==> src/rtl/fp_alu_sequencer.sv <==
// Command sequencer for a shared combinational fixed-point ALU and an external inverse-sqrt unit.
// Optional build macro: ALU_SEQ_ISQRT_TIMEOUT_EN (abort a stalled inverse-sqrt after ISQRT_TIMEOUT cycles).
`ifndef WIDTH
`define WIDTH 32
`endif

module fp_alu_sequencer #(
    parameter int NREGS         = 8,
    parameter int ISQRT_TIMEOUT = 255,
    parameter int AW            = $clog2(NREGS)
) (
    input  logic                clk_in,
    input  logic                rst_in,

    input  logic                wr_en_in,
    input  logic [AW-1:0]       wr_addr_in,
    input  logic [`WIDTH-1:0]   wr_data_in,

    input  logic                cmd_valid_in,
    output logic                cmd_ready_out,
    input  logic [2:0]          cmd_op_in,
    input  logic [AW-1:0]       cmd_a_in,
    input  logic [AW-1:0]       cmd_b_in,
    input  logic [AW-1:0]       cmd_dst_in,

    output logic [`WIDTH-1:0]   alu_d1_out,
    output logic [`WIDTH-1:0]   alu_d0_out,
    output logic [2:0]          alu_sel_out,
    input  logic [`WIDTH-1:0]   alu_res_in,
    input  logic                alu_gt_in,
    input  logic                alu_eq_in,

    output logic                isqrt_req_out,
    output logic [`WIDTH-1:0]   isqrt_d_out,
    input  logic                isqrt_ack_in,
    input  logic [`WIDTH-1:0]   isqrt_res_in,

    output logic                res_valid_out,
    input  logic                res_ready_in,
    output logic [`WIDTH-1:0]   res_data_out,
    output logic                res_gt_out,
    output logic                res_eq_out,
    output logic                res_err_out
);

    localparam int         W          = `WIDTH;
    localparam logic [2:0] OP_ISQRT   = 3'b010;
    localparam logic [2:0] OP_ILLEGAL = 3'b111;

    typedef enum logic [1:0] {
        IDLE,
        EXEC,
        ISQRT,
        RESP
    } state_t;

    state_t          state;
    logic [W-1:0]    regs [NREGS];
    logic [AW-1:0]   dst;

`ifdef ALU_SEQ_ISQRT_TIMEOUT_EN
    localparam int CW = $clog2(ISQRT_TIMEOUT + 1);
    logic [CW-1:0] wait_cnt;
`endif

    // Register 0 is hard-wired to zero regardless of what the array holds.
    function automatic logic [W-1:0] rd(input logic [AW-1:0] addr);
        return (addr == '0) ? '0 : regs[addr];
    endfunction

    // NOTE: all state below uses non-blocking assignments, so every read in a
    // clock cycle sees the pre-edge value; this is what makes a host write that
    // coincides with a command accept leave the latched operands untouched.
    always_ff @(posedge clk_in or posedge rst_in) begin
        if (rst_in) begin
            state         <= IDLE;
            dst           <= '0;
            cmd_ready_out <= 1'b1;
            alu_d1_out    <= '0;
            alu_d0_out    <= '0;
            alu_sel_out   <= '0;
            isqrt_req_out <= 1'b0;
            isqrt_d_out   <= '0;
            res_valid_out <= 1'b0;
            res_data_out  <= '0;
            res_gt_out    <= 1'b0;
            res_eq_out    <= 1'b0;
            res_err_out   <= 1'b0;
`ifdef ALU_SEQ_ISQRT_TIMEOUT_EN
            wait_cnt      <= '0;
`endif
            // NOTE: the register file is cleared by reset because software relies
            // on every register reading zero after reset, so it maps to flops, not RAM.
            for (int i = 0; i < NREGS; i++) begin
                regs[i] <= '0;
            end
        end else begin
            unique case (state)
                IDLE: begin
                    if (wr_en_in && (wr_addr_in != '0)) begin
                        regs[wr_addr_in] <= wr_data_in;
                    end
                    if (cmd_valid_in && cmd_ready_out) begin
                        cmd_ready_out <= 1'b0;
                        alu_d1_out    <= rd(cmd_a_in);
                        alu_d0_out    <= rd(cmd_b_in);
                        alu_sel_out   <= cmd_op_in;
                        dst           <= cmd_dst_in;
                        if (cmd_op_in == OP_ISQRT) begin
                            isqrt_req_out <= 1'b1;
                            isqrt_d_out   <= rd(cmd_a_in);
`ifdef ALU_SEQ_ISQRT_TIMEOUT_EN
                            wait_cnt      <= '0;
`endif
                            state         <= ISQRT;
                        end else begin
                            state <= EXEC;
                        end
                    end
                end

                EXEC: begin
                    res_gt_out    <= alu_gt_in;
                    res_eq_out    <= alu_eq_in;
                    res_valid_out <= 1'b1;
                    if (alu_sel_out == OP_ILLEGAL) begin
                        res_data_out <= '0;
                        res_err_out  <= 1'b1;
                    end else begin
                        res_data_out <= alu_res_in;
                        res_err_out  <= 1'b0;
                        if (dst != '0) begin
                            regs[dst] <= alu_res_in;
                        end
                    end
                    state <= RESP;
                end

                ISQRT: begin
                    if (isqrt_ack_in) begin
                        isqrt_req_out <= 1'b0;
                        res_data_out  <= isqrt_res_in;
                        res_gt_out    <= 1'b0;
                        res_eq_out    <= 1'b0;
                        res_err_out   <= 1'b0;
                        res_valid_out <= 1'b1;
                        if (dst != '0) begin
                            regs[dst] <= isqrt_res_in;
                        end
                        state <= RESP;
                    end
`ifdef ALU_SEQ_ISQRT_TIMEOUT_EN
                    // The count covers the cycles req has been high; abort on the last one.
                    else if (wait_cnt == CW'(ISQRT_TIMEOUT - 1)) begin
                        isqrt_req_out <= 1'b0;
                        res_data_out  <= '0;
                        res_gt_out    <= 1'b0;
                        res_eq_out    <= 1'b0;
                        res_err_out   <= 1'b1;
                        res_valid_out <= 1'b1;
                        state         <= RESP;
                    end else begin
                        wait_cnt <= wait_cnt + 1'b1;
                    end
`endif
                end

                RESP: begin
                    if (res_ready_in) begin
                        res_valid_out <= 1'b0;
                        cmd_ready_out <= 1'b1;
                        state         <= IDLE;
                    end
                end

                default: state <= IDLE;
            endcase
        end
    end

endmodule

==> config.mk <==
export PLATFORM = sky130hd
export DESIGN_NAME = fp_alu_sequencer
export DESIGN_NICKNAME = d
export VERILOG_FILES = /design/src/rtl/fp_alu_sequencer.sv
export SDC_FILE = /design/constraint.sdc
export NUM_CORES = 1
export LEC_CHECK = 0
export ABC_AREA = 0
export BUFFER_PORTS_ARGS = -buffer_cell sky130_fd_sc_hd__buf_2
export CORE_MARGIN = 1.5
export CORE_UTILIZATION = 45
export CTS_BUF_LIST = sky130_fd_sc_hd__clkbuf_16
export DETAILED_ROUTE_END_ITERATION = 10
export SYNTH_ARGS = -nofsm -noshare
export SYNTH_HDL_FRONTEND = slang
export SYNTH_SLANG_ARGS = --single-unit
==> constraint.sdc <==
create_clock -name clk_in -period 17.5 [get_ports clk_in]
set_input_delay 3.5 -clock clk_in [delete_from_list [all_inputs] [get_ports clk_in]]
set_output_delay 3.5 -clock clk_in [all_outputs]
set_load 0.1 [all_outputs]
==> impl_metrics.toml <==
[run_status]
outcome = "completed"

[clock_network]
cts-root-buf = "clkbuf_16"
cts_sinks = 366
cts_resized = 0
clkTransAtPathRegs_ns = 0.06
cts_buffers = 43
hold_buffers = 0
cts_tree = "built"
clk_path_buf_depth = 3
post_cts_buffers = 0
htreeDepth = 2
clk_latency_ns = 0.59

[setup_path]
crit_arrival_ns = 6.25
reg2reg_depth = 7
crit_fanout = 33
start_kind = "input port"
r2r_start = "state[0]"
cp_data_required_time_ns = 17.95
reg2reg_slack_ns = 13.73
worstSetupPathType = "in2reg"
endpoint_kind = "flop"

[place]
port_buffers = 255
gp_congestion = 0.862
place_ws_ns = 11.21
hpwl_mm = 42.9

[power]
leakage_nw = 9.94
ir_drop_v = 0.0000603
p_per_area_mw_per_mm2 = 88.7

[logic_synthesis]
seq_area_frac_synth = 0.481
synth_xor_area_frac = 0
netlist_area_sq_mm = 0.0191
syn_area_per_cell_sq_um = 11.0
async_flop_share = 1.00
syn_inst = 1735
ys_ff_latch = 366
synth.distinct_cells = 41
synth_flop_cell = "dfrtp_1"
synth-adder-area-share = 0.00328
synthMuxAreaShare = 0.119
synth_top_family_by_area = "compound AO/OA/AOI/OAI gates"
yosys_warnings = 0
synth_simple_gate_area_share = 0.0603
synth_compound_area_frac = 0.289
synth-edff-count = 0
syn_nets = 1859

[drt]
route.detailed.drc = 0
vias = 17100
wl_per_cell_microns = 29.4
drtAntennaViolNets = 0
wl_mm = 71.9
drtIter0Drc = 2132
firstDrtPassIters = 6
viasPerCell = 6.99

[sta]
max_freq_ghz = 0.172
rsz0062_at_grt = "false"
post-route-min-period_ns = 5.80
setup_slack_ns = 11.70
setup_viol = 0
tightest_slew_ns = 1.26
hold_viol = 0
relSlewSlack = 0.161
setup_tns_ns = 0
fin_crit_sh = 0.331
skew_ns = 0.0283
drv_slew = 0

[min_path]
min_path_type = "reg2reg"
worstHoldEndpoint = "alu_d0_out[24]"
whs_path_depth = 2
worstHoldStart = "alu_d0_out[24]"

[cells_and_area]
nets = 1996
drive_gt1_frac = 0.272
area_growth_pct = 14.2
diodes = 0

[floorplanning]
core_sq_mm = 0.0419
die_w_microns = 209
dieArea_sq_mm = 0.0436
start_util = 0.455
rows = 75
num_io_pins = 256
die_h_microns = 209

[global_route]
antenna_found_initial = 0
grt_pass1_wl_mm = 108
grt_pass1_vias = 16600
grtUsageTotal = 0.329
grt_start_max_net_pins = 106
overflow = 0

[run]
max_cap_violations = 0
## cell usage in the layout (no fill, tap or decap), types with 2 or more instances in the layout
cell       synthesis  final
nor3_2             0      7
buf_2             17    254
clkinv_1           0     11
inv_1             11     19
buf_4              1     38
o21ai_0          135    135
mux4_2            64     64
or3b_2             0      3
ha_1               5      4
a221o_1           32     32
mux2_2            70     70
nand2_2            0      2
a21oi_1           10     10
a22oi_1           65     65
nor2b_1           39     38
o22ai_1          224    224
clkbuf_16          0     43
mux2i_1            3      3
o31ai_1           35     35
clkinv_2           0     12
and2_1             6      6
a31oi_1            4      3
dfrtp_1          365    365
nand3b_1           3      3
nand2_1          168    166
nand3_2            0      5
inv_6              0      3
a221oi_1          32     32
or4_2              0      6
a22o_1           226    226
## metal layers
layer	vias to the layer above	GRT usage	share of wire
li1	7157	-	-
met4	0	0.101	0.029
met2	1186	0.473	0.43
met1	8581	0.480	0.43
met5	-	0	0
met3	165	0.0935	0.12
## worst max path at each step
stage	start	slack [ns]	cells past startpoint	to
3_5_place_dp	wr_addr_in[2]	11.21	6	flop
6_report	wr_addr_in[2]	11.70	6	flop
2_1_floorplan	rst_in	3.84	1	asynchronous set/reset pin
3_3_place_gp	wr_addr_in[2]	11.24	6	flop
5_1_grt	cmd_a_in[2]	11.62	5	alu_d1_out[16]
4_1_cts	wr_addr_in[2]	11.78	6	flop
## where the power goes
| group | switching, W | internal, W | leakage, nW |
|---|---|---|---|
| combinational | 0.000116 | 0.0000851 | 4.23 |
| clock | 0.000376 | 0.000447 | 0.656 |
| sequential | 0.0000300 | 0.000878 | 5.05 |
| total | 0.000522 | 0.00141 | 9.94 |
## synth_stat cells (2+ instances only)
cell      instances  area (sq um)
dfrtp_1         365          9130
a22o_1          226          1980
o22ai_1         224          1400
nand2_1         168           631
clkbuf_1        157           589
o21ai_0         135           676
mux2_2           70           788
a22oi_1          65           488
mux4_2           64          1440
nor2b_1          39           244
o31ai_1          35           263
a221o_1          32           320
a221oi_1         32           280
buf_2            17          85.1
buf_6            13           146
buf_1            12          45.0
inv_1            11          41.3
a21oi_1          10          50.1
nor3_1            8          40.0
nand3_1           7          35.0
and2_1            6          37.5
or4_1             6          45.0
ha_1              5          62.6
a31oi_1           4          25.0
mux2i_1           3          30.0
nand3b_1          3          22.5
or3b_1            3          26.3
nand2b_1          2          12.5
## metrics by stage
stage	power, W	cell area [sq um]	hold WS [ns]	instances	utilization
after CTS	0.00193	21800	0.478	2445	0.520
final	0.00193	21800	0.472	2445	0.520
after global routing	0.00199	21800	0.496	2445	0.520
after detailed placement	0.00112	20500	0.465	2366	0.490
after global placement	0.00111	20500	0.456	2366	0.490
after floorplan	0.00105	19100	0.477	1735	-
## critical path: stages
cell and delay (ns):
buf_2 0.15, or3b_2 0.49, buf_4 0.32, and2_1 0.25, or4_2 1.11, a22o_1 0.41
## cell type report
type / instances / area [sq um]
Clock buffer: 43 / 1080
Clock inverter: 36 / 169
Fill cell: 3758 / 20100
Inverter: 11 / 48.8
Multi-Input combinational cell: 1158 / 9090
Sequential cell: 366 / 9160
Tap cell: 539 / 674
Timing Repair Buffer: 292 / 1560
## cell families (layout without fill, tap and decap cells)
logic type,count (synthesis),in the layout
multiplexers,137,137
adder cells (fa/ha/maj),5,5
flip-flops,366,366
buffers and inverters,211,382
AO/OA/AOI/OAI,767,767
AND/OR/NAND/NOR,249,249
Note: power is estimated with default switching activity, not from simulation.
